## config.mk

```make
export PLATFORM = sky130hd
export DESIGN_NAME = proc_frame_scheduler
export DESIGN_NICKNAME = d
export VERILOG_FILES = /design/src/rtl/proc_sched_pkg.sv /design/src/rtl/rr_arbiter2.sv /design/src/rtl/proc_frame_scheduler.sv
export SDC_FILE = /design/constraint.sdc
export NUM_CORES = 1
export LEC_CHECK = 0
export CORE_MARGIN = 4
export CORE_UTILIZATION = 62
export CTS_BUF_LIST = sky130_fd_sc_hd__clkbuf_4 sky130_fd_sc_hd__clkbuf_8 sky130_fd_sc_hd__clkbuf_16
export CTS_CLUSTER_DIAMETER = 50
export CTS_CLUSTER_SIZE = 25
export DETAILED_ROUTE_END_ITERATION = 10
export DONT_BUFFER_PORTS = 1
export MAX_ROUTING_LAYER = met4
export PLACE_DENSITY = 0.75
export SYNTH_ARGS = -nofsm -noshare
export SYNTH_HDL_FRONTEND = slang
export SYNTH_SLANG_ARGS = --single-unit
```

## constraint.sdc

```tcl
create_clock -name clk -period 2.55 [get_ports clk]
set_clock_uncertainty 0.2 [all_clocks]
set_input_delay 0.51 -clock clk [delete_from_list [all_inputs] [get_ports clk]]
set_output_delay 0.51 -clock clk [all_outputs]
set_load 0.005 [all_outputs]
```

## src/rtl/proc_sched_pkg.sv

```systemverilog
// Shared definitions for the frame scheduler and the processing block it feeds:
// scheduler states, register map, CTRL bit positions and datapath mode encodings.
package proc_sched_pkg;

    typedef enum logic [1:0] {
        ST_IDLE,
        ST_ARB,
        ST_FRAME,
        ST_GAP
    } sched_state_t;

    localparam logic [1:0] ADDR_CTRL = 2'd0;
    localparam logic [1:0] ADDR_MODE = 2'd1;
    localparam logic [1:0] ADDR_CLR  = 2'd2;

    localparam int unsigned CTRL_GLOB_EN = 0;
    localparam int unsigned CTRL_S0_EN   = 1;
    localparam int unsigned CTRL_S1_EN   = 2;

    typedef enum logic [1:0] {
        MODE_BYPASS = 2'b00,
        MODE_INVERT = 2'b01,
        MODE_CONV   = 2'b10,
        MODE_RSVD   = 2'b11
    } proc_mode_t;

    // A source programmed with the reserved mode is never granted.
    function automatic logic mode_usable(input logic [1:0] mode);
        return mode != MODE_RSVD;
    endfunction

endpackage

```

## src/rtl/rr_arbiter2.sv

```systemverilog
// Two-way round-robin arbiter: on a tie the source not served last wins.
// Purely combinational; the caller owns the last-served register.
module rr_arbiter2 (
    input  logic [1:0] elig,
    input  logic       last_served,
    output logic       grant,
    output logic       grant_valid
);

    always_comb begin
        grant_valid = |elig;
        if (&elig) begin
            grant = ~last_served;
        end else begin
            grant = elig[1];
        end
    end

endmodule

```

## src/rtl/proc_frame_scheduler.sv

```systemverilog
// Frame-granular scheduler sharing one pixel datapath between two 8-bit sources.
// Optional stall watchdog enabled by defining FRAME_TIMEOUT_EN.
import proc_sched_pkg::*;

module proc_frame_scheduler #(
    parameter int unsigned IMG_WIDTH      = 32,
    parameter int unsigned IMG_HEIGHT     = 32,
    parameter int unsigned GAP_CYCLES     = 2,
    parameter int unsigned TIMEOUT_CYCLES = 1024
) (
    input  logic        clk,
    input  logic        rstn,
    input  logic [7:0]  s0_pixel,
    input  logic        s0_valid,
    output logic        s0_ready,
    input  logic [7:0]  s1_pixel,
    input  logic        s1_valid,
    output logic        s1_ready,
    output logic [7:0]  m_pixel,
    output logic        m_valid,
    input  logic        m_ready,
    output logic        proc_start,
    output logic [1:0]  proc_mode,
    input  logic        cfg_we,
    input  logic [1:0]  cfg_addr,
    input  logic [7:0]  cfg_wdata,
    output logic        cur_src,
    output logic        busy,
    output logic        frame_done,
    output logic [15:0] frame_count,
    output logic        err_timeout
);

    localparam int unsigned FRAME_BEATS = IMG_WIDTH * IMG_HEIGHT;
    localparam int unsigned CNT_W = (FRAME_BEATS > 1) ? $clog2(FRAME_BEATS) : 1;
    localparam int unsigned GAP_W = (GAP_CYCLES > 1) ? $clog2(GAP_CYCLES) : 1;
    localparam logic [CNT_W-1:0] LAST_BEAT = CNT_W'(FRAME_BEATS - 1);
    localparam logic [GAP_W-1:0] GAP_LAST  = GAP_W'(GAP_CYCLES - 1);

    sched_state_t     state, state_nxt;
    logic [2:0]       ctrl;
    logic [3:0]       mode_reg;
    logic [CNT_W-1:0] pix_cnt;
    logic [GAP_W-1:0] gap_cnt;
    logic             last_served;
    logic [1:0]       elig;
    logic             grant, grant_valid;
    logic             sel_valid;
    logic [7:0]       sel_pixel;
    logic             beat, last_beat, abort;
    logic             unused_wdata;

    assign unused_wdata = ^cfg_wdata[7:4];

    assign elig[0] = ctrl[CTRL_S0_EN] & mode_usable(mode_reg[1:0]) & s0_valid;
    assign elig[1] = ctrl[CTRL_S1_EN] & mode_usable(mode_reg[3:2]) & s1_valid;

    rr_arbiter2 u_arb (
        .elig        (elig),
        .last_served (last_served),
        .grant       (grant),
        .grant_valid (grant_valid)
    );

    assign sel_valid  = cur_src ? s1_valid : s0_valid;
    assign sel_pixel  = cur_src ? s1_pixel : s0_pixel;
    assign beat       = m_valid & m_ready;
    assign last_beat  = beat && (pix_cnt == LAST_BEAT);
    assign frame_done = last_beat;

    always_ff @(posedge clk) begin
        if (!rstn) begin
            state <= ST_IDLE;
        end else begin
            state <= state_nxt;
        end
    end

    always_comb begin
        state_nxt = state;
        case (state)
            ST_IDLE:  if (ctrl[CTRL_GLOB_EN]) state_nxt = ST_ARB;
            ST_ARB: begin
                if (!ctrl[CTRL_GLOB_EN]) begin
                    state_nxt = ST_IDLE;
                end else if (grant_valid) begin
                    state_nxt = ST_FRAME;
                end
            end
            ST_FRAME: if (last_beat || abort) state_nxt = ST_GAP;
            ST_GAP: begin
                if (gap_cnt == GAP_LAST) begin
                    state_nxt = ctrl[CTRL_GLOB_EN] ? ST_ARB : ST_IDLE;
                end
            end
            default:  state_nxt = ST_IDLE;
        endcase
    end

    always_comb begin
        m_valid    = 1'b0;
        m_pixel    = '0;
        s0_ready   = 1'b0;
        s1_ready   = 1'b0;
        proc_start = 1'b0;
        busy       = 1'b0;
        case (state)
            ST_FRAME: begin
                proc_start = 1'b1;
                busy       = 1'b1;
                m_valid    = sel_valid;
                m_pixel    = sel_pixel;
                s0_ready   = ~cur_src & m_ready;
                s1_ready   = cur_src & m_ready;
            end
            ST_GAP:   busy = 1'b1;
            default:  ;
        endcase
    end

    // Grant and mode are captured only in ARB, so cfg writes mid-frame reach the next frame.
    always_ff @(posedge clk) begin
        if (!rstn) begin
            ctrl        <= '0;
            mode_reg    <= '0;
            cur_src     <= 1'b0;
            proc_mode   <= '0;
            last_served <= 1'b1;
            pix_cnt     <= '0;
            gap_cnt     <= '0;
            frame_count <= '0;
        end else begin
            if (cfg_we) begin
                case (cfg_addr)
                    ADDR_CTRL: ctrl     <= cfg_wdata[2:0];
                    ADDR_MODE: mode_reg <= cfg_wdata[3:0];
                    default:   ;
                endcase
            end
            if (state == ST_ARB && ctrl[CTRL_GLOB_EN] && grant_valid) begin
                cur_src     <= grant;
                proc_mode   <= grant ? mode_reg[3:2] : mode_reg[1:0];
                last_served <= grant;
            end
            if (state == ST_FRAME) begin
                if (last_beat || abort) begin
                    pix_cnt <= '0;
                end else if (beat) begin
                    pix_cnt <= pix_cnt + 1'b1;
                end
            end
            if (last_beat) begin
                frame_count <= frame_count + 16'd1;
            end
            if (state == ST_GAP) begin
                gap_cnt <= gap_cnt + 1'b1;
            end else begin
                gap_cnt <= '0;
            end
        end
    end

`ifdef FRAME_TIMEOUT_EN
    localparam int unsigned TO_W = $clog2(TIMEOUT_CYCLES + 1);
    logic [TO_W-1:0] stall_cnt;

    assign abort = (state == ST_FRAME) && !beat && (stall_cnt == TO_W'(TIMEOUT_CYCLES - 1));

    always_ff @(posedge clk) begin
        if (!rstn) begin
            stall_cnt   <= '0;
            err_timeout <= 1'b0;
        end else begin
            if (state != ST_FRAME || beat) begin
                stall_cnt <= '0;
            end else begin
                stall_cnt <= stall_cnt + 1'b1;
            end
            if (abort) begin
                err_timeout <= 1'b1;
            end else if (cfg_we && cfg_addr == ADDR_CLR) begin
                err_timeout <= 1'b0;
            end
        end
    end
`else
    assign abort       = 1'b0;
    assign err_timeout = 1'b0;
`endif

endmodule
```

# Yosys cells after proc, flatten, opt, wreduce, memory -nomap -nowiden
# Index checks and enable logic that the tools add are counted.
# word_totals
register_bits	40
in_bits	32
output_inout_bits	34
elab_cells	65
# op_classes
add_sub_neg	3
eq_ne	11
mux	19
n_bitwise	9
n_reduce_logical	14
# op_table
op	n
$mux W10	2
$add A16 B1 Y16 const B	1
$mux W8	2
$mux W2	6
$add A10 B1 Y10 const B	1
$eq A10 B10 Y1 const B	1
$ne A2 B2 Y1 const B	5
$reduce_and A2 Y1	5
$mux W1	8
$pmux W2 S4	1
$and A1 B1 Y1	7
$eq A2 B1 Y1 const B	2
$eq A2 B2 Y1 const B	2
$logic_not A2 Y1	2
$reduce_and A4 Y1	1
$reduce_or A2 Y1	2
$logic_and A1 B1 Y1	3
$ne A3 B3 Y1 const B	1
$not A1 Y1	2
$reduce_bool A2 Y1	1
$add A1 B1 Y1 const B	1

# Depth between registers and ports, before layout
# Gate-level depths: netlist of run 1.
# logic_depth
word_depth	7
depth_mapped	7
ltp_nobuf	5

# Modules after synthesis
# From an unflattened synthesis of run 1, not the netlist that was laid out.
# unflattened
hier_cells	239
area_unflattened_um2	2023.2
# by_module_without_submodules
mod	instances	cells_each	area_per_inst_um2	seq_area_each_um2
proc_frame_scheduler	1	237	2009.4	800.8
rr_arbiter2	1	2	13.8	0.0

# Worst setup path before layout of run 1
# Ideal clock, no wire load.
# synth_timing
path_kind	input to register
startpoint	input port s1_valid
endpoint	register frame_count[10]
setup_time_ps	135
t_arrival_ps	1804
required_ps	2215
setup_slack_ps	410
stages	6
n_path_buf	2
path_cell_list	mux2i_1 or4_4 buf_6 buf_2 o311ai_0 o41ai_1
# synth_between
elab_chain_len	4
# synth_rtl
item	line	rtl
from (decl)	proc_frame_scheduler.sv:17	input logic s1_valid,
$mux W1	proc_frame_scheduler.sv:65	assign sel_valid = cur_src ? s1_valid : s0_valid;
$mux W1	proc_frame_scheduler.sv:107	case (state)
$and A1 B1 Y1	proc_frame_scheduler.sv:67	assign beat = m_valid & m_ready;
$logic_and A1 B1 Y1	proc_frame_scheduler.sv:68	assign last_beat = beat && (pix_cnt == LAST_BEAT);
to (signal assigned)	proc_frame_scheduler.sv:153	frame_count <= frame_count + 16'd1;
to (decl)	proc_frame_scheduler.sv:30	output logic [15:0] frame_count,
# Every way passes these cells.
# A chain may end at the register's enable or synchronous reset.

# Worst setup path after layout of run 1
# layout_timing
startpoint	register pix_cnt[0]
endpoint	output port frame_done
# layout_between
elab_chain_len	2
# layout_rtl
item	line	rtl
from (decl)	proc_frame_scheduler.sv:43	logic [CNT_W-1:0] pix_cnt;
from (signal assigned)	proc_frame_scheduler.sv:149	pix_cnt <= pix_cnt + 1'b1;
$eq A10 B10 Y1	proc_frame_scheduler.sv:68	
$logic_and A1 B1 Y1	proc_frame_scheduler.sv:68	
to (decl)	proc_frame_scheduler.sv:29	output logic frame_done,
# Every way passes these cells.

==> results by group, run 1 <==
Run status
  – Status: finished clean

Worst setup path
  – Critical Path Fanout Max: 5
  – CP endpoint kind: primary output
  – Worst Path Arrival: 1.71 ns
  – Setup CP Type: flop to primary output
  – Startpoint Class: flop
  – Critical Path RT: 1.84 ns

Die
  – Die ar.: 4350 µm²
  – Initial Util: 66.5%
  – Boundary pin count: 66
  – Core Rows: 20
  – Chip height: 65.9 µm
  – Core Area: 3130 µm²
  – Die width: 65.9 µm

Finish
  – Max FFs per register: 16
  – Fin cells: 284
  – # nets final: 273
  – Area delta synth->final: 4.27%
  – Fillcell total: 263
  – Finished Core Util: 69.4%
  – Ratio of cells with drive above 1 in the final layout: 5.42%
  – Ant. Diodes: 0

Synth
  – Syn Nets: 278
  – Mapped cell area: 2080 µm²
  – Post-synthesis compound-gate area fraction: 14.6%
  – Synth Area in XOR/XNOR: 3.37%
  – Post-synthesis mux area share: 10.1%
  – Sequential share of the synthesized area: 38.5%
  – Primary FF master, synth: dfxtp_1
  – Simple-gate area share of the yosys netlist: 27.5%
  – Post-synth cell types: 45
  – Synth Area per Inst: 8.53 µm²
  – Yosys warns: 0
  – Largest family of logic cells by synthesized area: simple AND/OR/NAND/NOR gates
  – Syn Inst Count: 244
  – Synthesized-area fraction occupied by adder cells: 1.20%
  – Post-synth ARST share: 0%
  – Number of synthesized flops with an enable pin: 0
  – FF+latch count, synth: 40

Place
  – Global placement routability congestion: 0.823
  – Port Buf Inserts: 0
  – Placed Instances: 276
  – DP Wirelength: 3610 µm

Clock tree
  – Clock-pin slew on the worst setup and hold paths: 0.12 ns
  – Post-CTS Resized: 0
  – Clock buffer depth: 2
  – Post-CTS Setup Bufs: 0
  – H-Tree Depth: 2
  – Worst skew pair latency: 0.36 ns
  – CTS Sinks: 40
  – Cts bufs inserted: 5
  – Root buffer cell: clkbuf_4
  – Hold-fix buffers at CTS: 0
  – CTS tree: yes

Power
  – PwrDens: 506 nW/µm²
  – Pleak: 0.712 nW
  – Max IR drop VDD: 0.295 mV

Timing
  – Fin. Hold Viols: 0
  – Fmax: 413 MHz
  – Relative slew margins: 60.5%
  – Worst-Margin Slew: 0.591 ns
  – Setup violators final: 0
  – Unrepaired setup endpoints after global routing: false
  – Tmin final: 2.42 ns
  – Max-slew violations: 0
  – Final period util: 94.9%
  – Setup TNS: 0 ns

Route
  – DR WL/cell: 17.3 µm
  – Detailed Route Iter0 Violations: 153
  – Total number of vias: 1840
  – Drt drc: 0
  – DR vias/cell: 6.48
  – First-pass iteration count of the detailed router: 4
  – Routed Antenna Nets: 0
  – Drt total wl: 4920 µm

Global route
  – Global route overflow: 0
  – First-pass GRT wire length: 8560 µm
  – Largest net degree at the start of global routing: 30
  – Tot GR Track Use: 25.8%
  – Initial antenna violation count: 0
  – Number of global-route vias before repair: 1870

Run
  – Max-cap viol count: 0

Min path
  – Worst hold path class: input port to flop
cells by family (layout without fill, tap and decap cells):
kind of cell	count (synthesis)	in the layout
XOR/XNOR	8	8
AO/OA/AOI/OAI	42	42
flip-flops	40	40
adder cells (fa/ha/maj)	2	2
other	1	1
buffers and inverters	22	18
multiplexers	21	21
AND/OR/NAND/NOR	108	108
synth_stat cells, drive strengths merged, types with 3 or more instances:
library cell   n  area share [%]
o311ai         7             2.9
nand3b         4             1.4
nand3         11             2.6
nor3           3            0.72
or4            3             1.3
o21ai          5             1.2
mux2i         21              10
and4           4             1.7
buf            4             1.3
dfxtp         40              38
xnor2          7             2.9
nor2          28             5.1
o21a           3             1.1
nand4          4             1.5
o41ai          7             2.9
a21oi          7             1.7
nor4           6             1.8
or3            5             1.5
and2           3            0.90
clkbuf        11             2.0
a31oi          4             1.2
nand2         21             3.8
inv            6             1.1
nand2b         9             2.7
through the flow:
step           total power, mW  worst slack, ns  area, µm²  hold WS (ns)
6_report                  1.10            0.130       2170        0.0645
5_1_grt                   1.14           0.0144       2170        0.0474
4_1_cts                   1.10            0.136       2170        0.0533
3_5_place_dp             0.682            0.230       2090         0.234
3_3_place_gp             0.679            0.306       2090         0.201
2_1_floorplan            0.680            0.410       2080         0.192
worst max-delay path, stage by stage, from the launching register on:
cell	delay (ns)
dfxtp_1	0.39
ha_1	0.18
nand4b_1	0.23
nor4_1	0.31
and2_1	0.24
power by group:
group          total, mW  internal, mW  switching, mW
Combinational     0.0353        0.0142         0.0211
Clock              0.430         0.216          0.214
Sequential         0.632         0.629        0.00365
placed cells by master, fill, tap and decap left out, drive strengths merged, types with 2 or more instances in the layout:
master / n
o21a: 3
nor3: 3
xnor2: 7
inv: 6
a211oi: 2
clkbuf: 6
nor4: 6
or3: 5
or4: 3
ha: 2
mux2i: 21
nand4: 4
dfxtp: 40
and2: 3
nand3: 11
o21ai: 5
and4: 4
o311ai: 7
a21oi: 7
o31ai: 2
and3: 2
buf: 3
nor2: 28
o41ai: 7
a31oi: 4
nand2: 21
nand4b: 2
nand3b: 4
clkinv: 2
nand2b: 9
per-layer routing:
layer | global-route usage, % | up-vias | wire length (µm)
met5 | - | - | 0
met4 | 10.7 | 0 | 55
met3 | 6.80 | 7 | 442
met2 | 43.8 | 92 | 2460
met1 | 28.6 | 859 | 1960
li1 | - | 882 | -
path summary, 6_finish.rpt:
check	startpoint	slack [ns]	cells past startpoint	endpoint
min reg2reg	gap_cnt	0.25	1	gap_cnt
max reg2reg	pix_cnt[2]	0.16	4	frame_count[12]
max	pix_cnt[0]	0.13	4	frame_done
min	rstn	0.06	1	cur_src
final cells by class:
type	count	area [µm²]	share of cell area (%)
flip-flops and latches	40	801	36.9
multi-input cells	182	1180	54.6
well taps	44	55.1	2.54
inverters	7	26.3	1.21
clock inverters	2	35.0	1.61
clock buffers	6	45.0	2.08
repair buffers	3	22.5	1.04
(Power assumes the default switching activity.)
==> run 2: changes to the inputs <==
--- a/config.mk
+++ b/config.mk
@@ -9,11 +9,11 @@
 export CORE_UTILIZATION = 62
 export CTS_BUF_LIST = sky130_fd_sc_hd__clkbuf_4 sky130_fd_sc_hd__clkbuf_8 sky130_fd_sc_hd__clkbuf_16
 export CTS_CLUSTER_DIAMETER = 50
-export CTS_CLUSTER_SIZE = 25
+export CTS_CLUSTER_SIZE = 30
 export DETAILED_ROUTE_END_ITERATION = 10
 export DONT_BUFFER_PORTS = 1
 export MAX_ROUTING_LAYER = met4
-export PLACE_DENSITY = 0.75
+export PLACE_DENSITY = 0.78
 export SYNTH_ARGS = -nofsm -noshare
 export SYNTH_HDL_FRONTEND = slang
 export SYNTH_SLANG_ARGS = --single-unit
==> run 2 against run 1 <==
Against the previous run:
- global-route usage decreased by 2.2 points
- utilization increased by 1.7 points
- clock-buffer cell count decreased by 1
- die area unchanged
- critical endpoint unchanged
==> results by group, run 2 (synthesis results as in run 1) <==
Run status
  – Status: finished clean

Finish
  – # nets final: 273
  – Most common cell after layout, fill and taps aside: dfxtp_1
  – Commonest cells after routing, fill and taps aside: 40 x dfxtp_1, 28 x nor2_1, 21 x mux2i_1, 21 x nand2_1, 11 x nand3_1
  – Fin cells: 284
  – Ratio of cells with drive above 1 in the final layout: 5.83%
  – Fillcell total: 255
  – Max FFs per register: 16
  – Ant. Diodes: 0
  – Area delta synth->final: 6.85%

Global route
  – Tot GR Track Use: 23.6%
  – Global route overflow: 0
  – Initial antenna violation count: 0
  – First-pass GRT wire length: 7820 µm
  – Number of global-route vias before repair: 1737
  – Largest net degree at the start of global routing: 30

Timing
  – Worst-Margin Slew: 0.629 ns
  – Relative slew margins: 57.8%
  – Final period util: 93.1%
  – Setup violators final: 0
  – Unrepaired setup endpoints after global routing: false
  – Fmax: 421 MHz
  – Max-slew violations: 0
  – Fin. Hold Viols: 0
  – Setup TNS: 0 ns
  – Final hold slack: 0.0762 ns
  – Tmin final: 2.37 ns

Route
  – First-pass iteration count of the detailed router: 4
  – Drt drc: 0
  – DR vias/cell: 6.42
  – Routed Antenna Nets: 0
  – Detailed Route Iter0 Violations: 119
  – Total number of vias: 1823
  – DR WL/cell: 16.5 µm
  – Drt total wl: 4680 µm

Place
  – Global placement routability congestion: 0.817
  – Port Buf Inserts: 0
  – DP Wirelength: 3370 µm
  – Placed Instances: 276

Clock tree
  – CTS tree: yes
  – CTS Sinks: 40
  – Worst skew pair latency: 0.35 ns
  – Root buffer cell: clkbuf_4
  – Cts bufs inserted: 5
  – Hold-fix buffers at CTS: 0
  – H-Tree Depth: 2
  – Clock buffer depth: 2
  – Clock-pin slew on the worst setup and hold paths: 0.12 ns

Worst setup path
  – Critical Path RT: 1.84 ns
  – CP endpoint kind: primary output
  – Worst Path Arrival: 1.66 ns
  – Cells along the critical path: ha_1 -> nand4b_1 -> nor4_2 -> and2_1
  – Setup CP Type: flop to primary output
  – Critical Path Fanout Max: 5
  – CP max-delay cell: dfxtp_1
  – Startpoint Class: flop
  – Max incr delay on CP: 0.40 ns

Min path
  – Worst hold path class: input port to flop

Power
  – Max IR drop VDD: 0.312 mV
  – Post-layout total power: 1.28 mW
  – PwrDens: 578 nW/µm²
  – Pleak: 0.732 nW

Die
  – Die width: 65.9 µm
  – Core Area: 3130 µm²
  – Boundary pin count: 66
  – Chip height: 65.9 µm
  – Core Rows: 20
  – Die ar.: 4350 µm²
  – Initial Util: 66.5%

Run
  – Max-cap viol count: 0
run 2: changes by cell type in the layout (fill, tap and decap cells not counted), sizes merged:
cell | before | now
bufinv | 1 | 3
clkbuf | 6 | 5
clkinv | 2 | 1
run 2: path summary, 6_finish.rpt:
check / start / endpoint / slack, ns / depth (start not counted)
setup / recovery: pix_cnt[0] / frame_done / 0.18 / 4
hold / removal: rstn / cur_src / 0.08 / 1
setup reg to reg: pix_cnt[2] / frame_count[13] / 0.22 / 4
hold reg to reg: gap_cnt / gap_cnt / 0.23 / 1
run 2: where the power goes:
| part | total, mW | internal, mW | leakage, nW | switching [mW] |
|---|---|---|---|---|
| Clock | 0.617 | 0.404 | 0.0654 | 0.213 |
| Sequential | 0.633 | 0.629 | 0.323 | 0.00383 |
| Combinational | 0.0354 | 0.0142 | 0.344 | 0.0212 |
run 2: critical path: cells and delay by family, from the launching register on:
kind | cells | cell delay [ns]
adder cells (fa/ha/maj) | 1 | 0.19
flip-flops | 1 | 0.40
AND/OR/NAND/NOR | 3 | 0.73
run 2: routing by layer:
metal  vias to the layer above  GRT usage, %  part of all wire (%)
met5                         -             -                     0
met4                         0          9.90                   1.5
met3                        12          6.29                   7.6
met2                        71          39.8                    50
met1                       861          26.3                    41
li1                        879             -                     -
run 2: layout make-up:
cell class / count / area [µm²] / area share, %
sequential: 40 / 801 / 36.0
tap: 44 / 55.1 / 2.48
clock buffer: 5 / 37.5 / 1.69
clock inverter: 3 / 90.1 / 4.05
inverter: 7 / 26.3 / 1.18
multi-input combinational: 182 / 1190 / 53.6
timing repair buffer: 3 / 22.5 / 1.01
run 2: metrics by stage:
stage	worst slack (ns)	utilization [%]	area, µm²
floorplan	0.410	-	2080
finish	0.176	71.1	2220
CTS	0.108	70.9	2220
global route	0.0386	71.1	2220
detailed placement	0.265	66.8	2090
global placement	0.310	66.8	2090
run 2: repair_timing:
action,in CTS,in global routing
setup buffers,0,0
setup endpoints to repair,0,1
resized for setup,0,1
endpoints found under the hold margin,0,0
